**config.mk**
```make
export PLATFORM = sky130hd
export DESIGN_NAME = enemy_march_ctrl
export DESIGN_NICKNAME = d
export VERILOG_FILES = /design/src/rtl/enemy_pkg.sv /design/src/rtl/enemy_march_ctrl_lfsr8.sv /design/src/rtl/enemy_march_ctrl.sv
export SDC_FILE = /design/constraint.sdc
export NUM_CORES = 1
export LEC_CHECK = 0
export BUFFER_PORTS_ARGS = -buffer_cell sky130_fd_sc_hd__clkbuf_2
export CORE_ASPECT_RATIO = 0.6
export CORE_MARGIN = 1.5
export CORE_UTILIZATION = 55
export DETAILED_ROUTE_END_ITERATION = 16
export PLACE_DENSITY = 0.8
export REMOVE_ABC_BUFFERS = 1
export SLEW_MARGIN = 10
export SYNTH_ARGS = -nofsm -noshare
export SYNTH_HDL_FRONTEND = slang
export SYNTH_SLANG_ARGS = --single-unit
```
**constraint.sdc**
```tcl
create_clock -name clk -period 4.98 [get_ports clk]
set_input_delay 0.996 -clock clk [delete_from_list [all_inputs] [get_ports clk]]
set_output_delay 0.996 -clock clk [all_outputs]
set_load 0.005 [all_outputs]
```
**src/rtl/enemy_pkg.sv**
```systemverilog
// Shared types and helpers for the enemy march controller: slot record,
// LFSR feedback taps, default sizes and the free-slot priority encoder.
package enemy_pkg;

   typedef struct packed {
      logic       active;
      logic [3:0] col;
      logic [3:0] row;
   } enemy_t;

   // Feedback taps for x^8+x^6+x^5+x^4+1 on a left-shifting register
   localparam logic [7:0] LFSR_TAPS = 8'b1011_1000;

   localparam int DEF_NUM_ENEMIES = 8;
   localparam int DEF_COLS        = 16;
   localparam int DEF_ROWS        = 12;

   // Returns {found, index} of the lowest clear bit in occ.
   // Callers mark slots that do not exist as occupied.
   function automatic logic [4:0] first_free(input logic [15:0] occ);
      logic [4:0] res;
      res = 5'b0;
      for (int i = 15; i >= 0; i--) begin
         if (!occ[i]) res = {1'b1, 4'(i)};
      end
      return res;
   endfunction

endpackage

```
**src/rtl/enemy_march_ctrl_lfsr8.sv**
```systemverilog
// 8-bit Fibonacci LFSR that steps once per enabled cycle; reloads SEED on reset.
module lfsr8
   import enemy_pkg::*;
#(
   parameter logic [7:0] SEED = 8'hA5
) (
   input  logic       clk,
   input  logic       reset,
   input  logic       en,
   output logic [7:0] state
);

   logic [7:0] state_q;
   logic [7:0] state_d;

   always_comb begin
      state_d = state_q;
      if (en) state_d = {state_q[6:0], ^(state_q & LFSR_TAPS)};
   end

   always_ff @(posedge clk) begin
      if (reset) state_q <= SEED;
      else       state_q <= state_d;
   end

   assign state = state_q;

endmodule

```
**src/rtl/enemy_march_ctrl.sv**
```systemverilog
// Enemy slot table: spawns on row 0 at a pseudo-random column, marches rows
// down on advance, and reports breaches, dropped spawns, kills and levels.
module enemy_march_ctrl
   import enemy_pkg::*;
#(
   parameter int         NUM_ENEMIES  = DEF_NUM_ENEMIES,
   parameter int         COLS         = DEF_COLS,
   parameter int         ROWS         = DEF_ROWS,
   parameter int         LVL_UP_KILLS = 10,
   parameter logic [7:0] LFSR_SEED    = 8'hA5
) (
   input  logic                       clk,
   input  logic                       reset,
   input  logic                       run,
   input  logic                       ice,
   input  logic                       spawn,
   input  logic                       advance,
   input  logic                       kill_valid,
   input  logic [3:0]                 kill_idx,
   output logic [NUM_ENEMIES-1:0]     enemy_active,
   output logic [4*NUM_ENEMIES-1:0]   enemy_col,
   output logic [4*NUM_ENEMIES-1:0]   enemy_row,
   output logic                       breach,
   output logic                       spawn_drop,
   output logic                       level_up,
   output logic [3:0]                 lvl
);

   localparam int         CW       = $clog2(COLS);
   localparam logic [3:0] LAST_ROW = 4'(ROWS - 1);
   localparam logic [7:0] KILL_TH  = 8'(LVL_UP_KILLS);

   enemy_t     tbl_q [NUM_ENEMIES];
   enemy_t     tbl_d [NUM_ENEMIES];
   logic       breach_q, breach_d;
   logic       spawn_drop_q, spawn_drop_d;
   logic       level_up_q, level_up_d;
   logic [7:0] kill_cnt_q, kill_cnt_d;
   logic [3:0] lvl_q, lvl_d;

   logic [7:0]             lfsr;
   logic                   lfsr_unused;
   logic                   accept;
   logic                   kill_hit;
   logic [NUM_ENEMIES-1:0] kill_sel;
   logic [15:0]            occ;
   logic [4:0]             free_slot;
   logic [3:0]             spawn_col;

   lfsr8 #(.SEED(LFSR_SEED)) u_lfsr (
      .clk   (clk),
      .reset (reset),
      .en    (run),
      .state (lfsr)
   );

   // Only the low column bits feed the table
   assign lfsr_unused = ^lfsr;

   always_comb begin
      accept       = run && !ice;
      kill_sel     = '0;
      occ          = '1;
      spawn_col    = 4'(lfsr[CW-1:0]);
      breach_d     = 1'b0;
      spawn_drop_d = 1'b0;
      level_up_d   = 1'b0;
      kill_cnt_d   = kill_cnt_q;
      lvl_d        = lvl_q;
      for (int i = 0; i < NUM_ENEMIES; i++) begin
         tbl_d[i]    = tbl_q[i];
         occ[i]      = tbl_q[i].active;
         kill_sel[i] = kill_valid && (kill_idx == 4'(i)) && tbl_q[i].active;
      end
      kill_hit  = |kill_sel;
      // Free slot comes from the mask at cycle start, so a slot vacated by a
      // kill or a breach this cycle is not handed out until the next one.
      free_slot = first_free(occ);

      for (int i = 0; i < NUM_ENEMIES; i++) begin
         if (kill_sel[i]) begin
            tbl_d[i].active = 1'b0;
            tbl_d[i].row    = 4'd0;
         end else if (accept && advance && tbl_q[i].active) begin
            if (tbl_q[i].row == LAST_ROW) begin
               tbl_d[i].active = 1'b0;
               tbl_d[i].row    = 4'd0;
               breach_d        = 1'b1;
            end else begin
               tbl_d[i].row = tbl_q[i].row + 4'd1;
            end
         end
      end

      if (accept && spawn) begin
         if (!free_slot[4]) spawn_drop_d = 1'b1;
         for (int i = 0; i < NUM_ENEMIES; i++) begin
            if (free_slot[4] && free_slot[3:0] == 4'(i)) begin
               tbl_d[i].active = 1'b1;
               tbl_d[i].row    = 4'd0;
               tbl_d[i].col    = spawn_col;
            end
         end
      end

      if (kill_hit) begin
         if (kill_cnt_q + 8'd1 == KILL_TH) begin
            kill_cnt_d = 8'd0;
            level_up_d = 1'b1;
            if (lvl_q != 4'd15) lvl_d = lvl_q + 4'd1;
         end else begin
            kill_cnt_d = kill_cnt_q + 8'd1;
         end
      end
   end

   always_ff @(posedge clk) begin
      if (reset) begin
         for (int i = 0; i < NUM_ENEMIES; i++) tbl_q[i] <= '0;
         breach_q     <= 1'b0;
         spawn_drop_q <= 1'b0;
         level_up_q   <= 1'b0;
         kill_cnt_q   <= 8'd0;
         lvl_q        <= 4'd0;
      end else begin
         for (int i = 0; i < NUM_ENEMIES; i++) tbl_q[i] <= tbl_d[i];
         breach_q     <= breach_d;
         spawn_drop_q <= spawn_drop_d;
         level_up_q   <= level_up_d;
         kill_cnt_q   <= kill_cnt_d;
         lvl_q        <= lvl_d;
      end
   end

   always_comb begin
      for (int i = 0; i < NUM_ENEMIES; i++) begin
         enemy_active[i]     = tbl_q[i].active;
         enemy_col[4*i +: 4] = tbl_q[i].col;
         enemy_row[4*i +: 4] = tbl_q[i].row;
      end
   end

   assign breach     = breach_q;
   assign spawn_drop = spawn_drop_q;
   assign level_up   = level_up_q;
   assign lvl        = lvl_q;

endmodule

```
Word-level counts from Yosys, hierarchy flattened --
Memory sizes are Yosys's and may differ from the RTL's. Index checks and enable logic that the tools add are counted. W data, S select, Z words.
Storage, ports and cells: bits in registers 23, RAM bits 72, input bits 11, output and inout bits 79, word-level logic and storage cells 197, memories kept 1
Cells by class: add/sub/neg operators 10, equality and inequality tests 24, multiplexer cells 103, bitwise gates (word level) 10, reductions and logical operators 43
Memories:
- tbl_q | words 8, width 9, read ports 8, clocked after memory_dff 0, wr ports 8, RTL line enemy_march_ctrl.sv:33 | enemy_t tbl_q [NUM_ENEMIES];
Operators by type and width (number):
- $mux W9 | 16
- $mux W4 | 24
- $mux W72 | 1
- $mux W1 | 53
- $mux W5 | 8
- $add A4 B1 Y4 const B | 9
- $logic_and A1 B1 Y1 | 35
- $eq A4 B3 Y1 const B | 8
- $eq A4 B4 Y1 const B | 8
- $eq A4 B2 Y1 const B | 4
- $add A8 B1 Y8 const B | 1
- $eq A4 B1 Y1 const B | 2
- $eq A8 B4 Y1 const B | 1
- $logic_not A4 Y1 | 2
- $mux W8 | 1
- $or A1 B1 Y1 | 8
- $reduce_or A8 Y1 | 1
- $reduce_xor A8 Y1 | 1
- $ne A4 B4 Y1 const B | 1
- $reduce_or A2 Y1 | 2
- $reduce_and A3 Y1 | 1
- $not A1 Y1 | 2
- $logic_not A1 Y1 | 1

Longest topological paths before layout --
depth after elaboration 27, depth in mapped cells 8, depth with buffers taken out 7

By module --
A second synthesis with hierarchy kept.
Second synthesis, totals: cell total of the unflattened synthesis 503, area, all modules 4523.1 um^2
By module, submodules not included:
- enemy_march_ctrl | instances 1, cells each 474, area each 4220.3 um^2, seq. area each 1741.7 um^2
- lfsr8 | instances 1, cells each 29, area each 302.8 um^2, seq. area each 160.2 um^2

Worst setup path after synthesis --
No wires, ideal clock.
path type in2reg, start point input ice, end point memory tbl_q[1][22] in the netlist's numbering, library setup time 128 ps, arrival 2366 ps, data required time 4852 ps, setup slack 2487 ps, stages 6, buffers on the path 0, path through nand3b_2 > or3_1 > nor4b_2 > nand2_1 > mux2i_1 > nor2_1
RTL lines:
- from (decl) | RTL line enemy_march_ctrl.sv:15 | input logic ice,
- to (decl) | RTL line enemy_march_ctrl.sv:33

Worst setup path after layout --
start point input run, end point register breach_q (netlist: breach)
Between the ends: longest elaborated chain between the ends 26, elaborated cells between the ends (all ways) 33, those cells by class mux: 23; reduce/logical: 10
Ends and longest elaborated chain:
- from (decl) | RTL line enemy_march_ctrl.sv:14 | input logic run,
- $logic_and A1 B1 Y1 (*) | RTL line enemy_march_ctrl.sv:61 | accept = run && !ice;
- $logic_and A1 B1 Y1 (*) | RTL line enemy_march_ctrl.sv:84 | end else if (accept && advance && tbl_q[i].active) begin
- $logic_and A1 B1 Y1 | RTL line enemy_march_ctrl.sv:84
- $mux W1 | RTL line enemy_march_ctrl.sv:84
- $mux W1 | RTL line enemy_march_ctrl.sv:81 | if (kill_sel[i]) begin
- $mux W1 | RTL line enemy_march_ctrl.sv:85 | if (tbl_q[i].row == LAST_ROW) begin
- $mux W1 | RTL line enemy_march_ctrl.sv:84
- $mux W1 | RTL line enemy_march_ctrl.sv:81
- [... 10 more ...]
- $mux W1 | RTL line enemy_march_ctrl.sv:84
- $mux W1 | RTL line enemy_march_ctrl.sv:81
- $mux W1 | RTL line enemy_march_ctrl.sv:85
- $mux W1 | RTL line enemy_march_ctrl.sv:84
- $mux W1 | RTL line enemy_march_ctrl.sv:81
- $mux W1 | RTL line enemy_march_ctrl.sv:85
- $mux W1 | RTL line enemy_march_ctrl.sv:84
- $mux W1 (*) | RTL line enemy_march_ctrl.sv:81
- to (signal assigned) | RTL line enemy_march_ctrl.sv:127 | breach_q <= breach_d;
- to (decl) | RTL line enemy_march_ctrl.sv:35 | logic breach_q, breach_d;
Mark *: on every way between the ends. The rest lies on a longest branch, timed or not. A chain may end at the register's enable or synchronous reset.

==> impl_metrics.xml <==
<?xml version="1.0" encoding="UTF-8"?>
<metrics>
  <group name="flow_run">
    <metric name="number_of_violations_of_the_max_capacitance_limit" unit="">0</metric>
  </group>
  <group name="power">
    <metric name="power.combinational.fraction" unit="%">3.8</metric>
    <metric name="power.leakage" unit="nW">2.20</metric>
    <metric name="pwr-share-clk" unit="%">45.1</metric>
    <metric name="power.net_switching" unit="mW">0.346</metric>
    <metric name="power_report.internal_total" unit="mW">1.18</metric>
    <metric name="power.switching_fraction" unit="%">22.7</metric>
    <metric name="power.share.sequential" unit="%">51.1</metric>
    <metric name="power_per_cell_area" unit="nW/µm²">293</metric>
    <metric name="irDropWorstVdd" unit="V">0.000243</metric>
  </group>
  <group name="cts">
    <metric name="cts_resized" unit="">0</metric>
    <metric name="cts.repair_timing.setup_buffer_count" unit="">0</metric>
    <metric name="clock_sink_count" unit="">95</metric>
    <metric name="clockRootBuffer" unit="">sky130_fd_sc_hd__clkbuf_16</metric>
    <metric name="clk_pin_slew" unit="ns">0.07</metric>
    <metric name="cts_tree" unit="">built</metric>
    <metric name="clock_insertion_delay_worst_skew" unit="ns">0.34</metric>
    <metric name="cts.htree.levels" unit="">3</metric>
    <metric name="cts_made_buffers" unit="">9</metric>
    <metric name="cts_hold_buf" unit="">0</metric>
    <metric name="clockBufferDepth" unit="">2</metric>
  </group>
  <group name="setup_path">
    <metric name="critPathCaptureType" unit="">flop</metric>
    <metric name="worst_setup_path_start_kind" unit="">input port</metric>
    <metric name="rr_startpoint" unit="">kill_cnt_q[0]</metric>
    <metric name="worst_ep_required_time" unit="ns">5.23</metric>
    <metric name="crit_slowest_cell" unit="">sky130_fd_sc_hd__and3b_1</metric>
    <metric name="timing.reg2reg.worst_path_depth" unit="">7</metric>
    <metric name="cpPeakStageDelay" unit="ns">0.81</metric>
    <metric name="cp.buffers_inverters" unit="">1</metric>
    <metric name="critical_path_peak_fanout" unit="">24</metric>
    <metric name="regToRegEndpoint" unit="">lvl[0]</metric>
    <metric name="critical-path-top-delay-family" unit="">simple AND/OR/NAND/NOR gates</metric>
    <metric name="timing.critical_path.cells" unit="">clkbuf_2, and3b_1, nand3_1, or3b_1, o22ai_1, nor3_1, a31oi_1</metric>
    <metric name="worst_ep_arrival_time" unit="ns">3.19</metric>
    <metric name="setup.worst_path.class" unit="">in2reg</metric>
    <metric name="setup.reg_to_reg.worst_slack" unit="ns">2.44</metric>
  </group>
  <group name="synth">
    <metric name="ys_warn_count" unit="">0</metric>
    <metric name="syn-instance-count" unit="">504</metric>
    <metric name="syn-mean-instance-area" unit="µm²">8.82</metric>
    <metric name="synth_cell_type_count" unit="">54</metric>
    <metric name="synthesis.area" unit="µm²">4450</metric>
    <metric name="postSynth.asyncResetShare" unit="%">0</metric>
    <metric name="ys.flop_type" unit="">sky130_fd_sc_hd__dfxtp_1</metric>
    <metric name="postSynthRegisterBits" unit="">95</metric>
    <metric name="synth-edff-count" unit="">0</metric>
    <metric name="synth_sequential_area_ratio" unit="%">42.8</metric>
  </group>
  <group name="global_route">
    <metric name="largest_net_degree_at_the_start_of_global_routing" unit="">49</metric>
    <metric name="track_usage" unit="%">25.3</metric>
    <metric name="grt_first_pass_wirelength" unit="µm">17300</metric>
    <metric name="grt.met1_usage" unit="%">33.7</metric>
    <metric name="globalRouteMet2Util" unit="%">39.9</metric>
    <metric name="grt_most_used_layer" unit="">met2</metric>
    <metric name="number_of_antenna_violations_at_the_first_check_in_global_routing" unit="">0</metric>
    <metric name="grt_pass1_vias" unit="">3625</metric>
    <metric name="gr-usage-met3" unit="%">8.13</metric>
    <metric name="globalRoute.totalOverflow" unit="">0</metric>
  </group>
  <group name="floorplanning">
    <metric name="floorplan.die.width" unit="µm">119</metric>
    <metric name="die_h" unit="µm">72.7</metric>
    <metric name="core.rowCount" unit="">25</metric>
    <metric name="floorplan.initialDensity" unit="%">56.6</metric>
    <metric name="die_ar" unit="µm²">8650</metric>
    <metric name="design.core.area" unit="µm²">7850</metric>
    <metric name="design.portCount" unit="">90</metric>
  </group>
  <group name="placement">
    <metric name="dpl.hpwl" unit="µm">7800</metric>
    <metric name="buffer_ports.inserted" unit="">89</metric>
    <metric name="gp_congestion" unit="">0.894</metric>
  </group>
  <group name="detailed_routing">
    <metric name="drt-total-wl" unit="µm">10700</metric>
    <metric name="routed_wirelength_normalized_by_instance_count" unit="µm">15.4</metric>
    <metric name="initialDrtViolationCount" unit="">327</metric>
    <metric name="routed_via_density" unit="">5.68</metric>
    <metric name="number_of_vias_after_detailed_routing" unit="">3932</metric>
    <metric name="count_of_tritonroute_iterations_in_the_first_routing_pass" unit="">5</metric>
    <metric name="drcViolationCount" unit="">0</metric>
    <metric name="detail-route-antenna-nets" unit="">0</metric>
  </group>
  <group name="sta">
    <metric name="timing.slew.headroom" unit="%">37.2</metric>
    <metric name="tns" unit="ns">0</metric>
    <metric name="setup_repair_after_global_routing_missed_its_margin" unit="">false</metric>
    <metric name="timing.final.hold_violations" unit="">0</metric>
    <metric name="slew_viol_final" unit="">0</metric>
    <metric name="minimum_hold_slack" unit="ns">0.468</metric>
    <metric name="timing.clock.skew" unit="ns">0.00642</metric>
    <metric name="finalWorstPathRequiredPeriod" unit="ns">2.94</metric>
    <metric name="finalSetupViolCount" unit="">0</metric>
    <metric name="transition_at_the_pin_with_the_smallest_max_transition_slack" unit="ns">0.942</metric>
    <metric name="layout_worst_path_cycle_share" unit="%">59.0</metric>
    <metric name="maxClockFrequency" unit="GHz">0.340</metric>
  </group>
  <group name="worst_hold_path">
    <metric name="hold_path.class" unit="">reg2reg</metric>
    <metric name="worstHoldPathCells" unit="">2</metric>
    <metric name="holdCritStartpoint" unit="">tbl_q[1][25]</metric>
    <metric name="hold_path_end" unit="">tbl_q[1][25]</metric>
  </group>
  <group name="outcome">
    <metric name="run_status" unit="">finished, final reports clean</metric>
  </group>
  <group name="final_layout">
    <metric name="synthToLayoutAreaGrowth" unit="%">17.4</metric>
    <metric name="n_antenna_cell" unit="">0</metric>
    <metric name="fraction_of_layout_instances_using_a_drive_strength_above_1" unit="%">20.5</metric>
    <metric name="mostFrequentLayoutCells" unit="">sky130_fd_sc_hd__dfxtp_1, sky130_fd_sc_hd__clkbuf_2, sky130_fd_sc_hd__nor2_1</metric>
    <metric name="nNetsFinal" unit="">601</metric>
    <metric name="layout_commonest_cell" unit="">sky130_fd_sc_hd__dfxtp_1</metric>
  </group>
</metrics>
==> state kept, by name (all words and copies together), names as in the netlist <==
register and flops:
tbl_q 72, lvl 4, kill_cnt_q 8, breach 1
u_lfsr.state 8, spawn_drop 1, level_up 1
==> power groups by stage <==
stage	Combinational, mW	Sequential [mW]	Clock [mW]
after floorplan	0.0319	0.793	0
after global placement	0.0553	0.798	0
after detailed placement	0.0574	0.798	0
after CTS	0.0578	0.781	0.701
after global routing	0.0652	0.782	0.727
final	0.0580	0.781	0.689
==> cells in the mapped netlist, types with 4 or more instances <==
| master | instances | share of area [%] |
|---|---|---|
| sky130_fd_sc_hd__clkbuf_1 | 15 | 1.3 |
| sky130_fd_sc_hd__o21ai_1 | 5 | 0.56 |
| sky130_fd_sc_hd__nor3_1 | 18 | 2.0 |
| sky130_fd_sc_hd__and3b_1 | 8 | 1.6 |
| sky130_fd_sc_hd__ha_1 | 11 | 3.1 |
| sky130_fd_sc_hd__nand2b_1 | 8 | 1.1 |
| sky130_fd_sc_hd__xnor2_1 | 10 | 2.0 |
| sky130_fd_sc_hd__nand3b_1 | 7 | 1.2 |
| sky130_fd_sc_hd__and2_1 | 7 | 0.98 |
| sky130_fd_sc_hd__a31oi_1 | 5 | 0.70 |
| sky130_fd_sc_hd__nor2b_1 | 13 | 1.8 |
| sky130_fd_sc_hd__inv_1 | 5 | 0.42 |
| sky130_fd_sc_hd__xor2_1 | 11 | 2.2 |
| sky130_fd_sc_hd__nand2_1 | 37 | 3.1 |
| sky130_fd_sc_hd__and3_1 | 8 | 1.1 |
| sky130_fd_sc_hd__buf_2 | 7 | 0.79 |
| sky130_fd_sc_hd__dfxtp_1 | 95 | 43 |
| sky130_fd_sc_hd__or3_1 | 5 | 0.70 |
| sky130_fd_sc_hd__a211o_1 | 4 | 0.79 |
| sky130_fd_sc_hd__nand3_1 | 26 | 2.9 |
| sky130_fd_sc_hd__nor2_1 | 73 | 6.2 |
| sky130_fd_sc_hd__or3b_1 | 5 | 0.98 |
| sky130_fd_sc_hd__nand4_1 | 4 | 0.56 |
| sky130_fd_sc_hd__a21oi_1 | 32 | 3.6 |
| sky130_fd_sc_hd__o21ai_0 | 12 | 1.4 |
| sky130_fd_sc_hd__mux2i_1 | 33 | 7.4 |
==> worst reg2reg max path, delay by kind of cell, from the launching register on <==
family,cells,cell delay (ns)
AO/OA/AOI/OAI,2,0.45
adder cells (fa/ha/maj),1,0.30
flip-flops,1,0.36
multiplexers,1,0.32
AND/OR/NAND/NOR,3,1.00
==> cells by family (layout without fill, tap and decap cells) <==
logic type	count (synthesis)	in the layout	synth area share, %
and+or+nand+nor	236	236	28.3
muxes	34	34	7.77
buffers and inverters	31	111	2.98
adders and majority gates	11	11	3.10
xor gates and xnor gates	21	21	4.14
AOI/OAI and AO/OA	76	76	11.0
DFF	95	95	42.8
==> worst max path at each step <==
stage	start	endpoint	slack, ns	cells after the start
global route	run	breach	1.85	7
floorplan	kill_idx[1]	lvl[0]	2.35	6
CTS	run	breach	2.07	7
detailed placement	run	breach	1.74	7
global placement	run	breach	1.84	7
finish	run	breach	2.04	7
==> layout make-up <==
type / instances / area (µm²)
repair buffers: 90 / 453
clock buffers: 10 / 229
flip-flops and latches: 95 / 1900
clock inverters: 6 / 68.8
inverters: 5 / 18.8
well taps: 108 / 135
multi-input cells: 378 / 2410
fillers: 668 / 2630
==> per-layer routing <==
| layer | vias up | share of wire (%) |
|---|---|---|
| li1 | 1933 | - |
| met1 | 1866 | 48 |
| met4 | 0 | 1.5 |
| met3 | 15 | 6.6 |
| met5 | - | 0 |
| met2 | 118 | 44 |
==> metrics by stage <==
stage	instances	util (%)	cell area [µm²]	total power [mW]	worst slack, ns
after floorplan	478	-	4330	0.825	2.35
after global placement	676	62.7	4920	0.853	1.84
after detailed placement	676	62.7	4920	0.855	1.74
after global routing	692	66.5	5220	1.57	1.85
final	692	66.5	5220	1.53	2.04
after CTS	692	66.5	5220	1.54	2.07
Note: power is estimated with default switching activity, not from simulation.
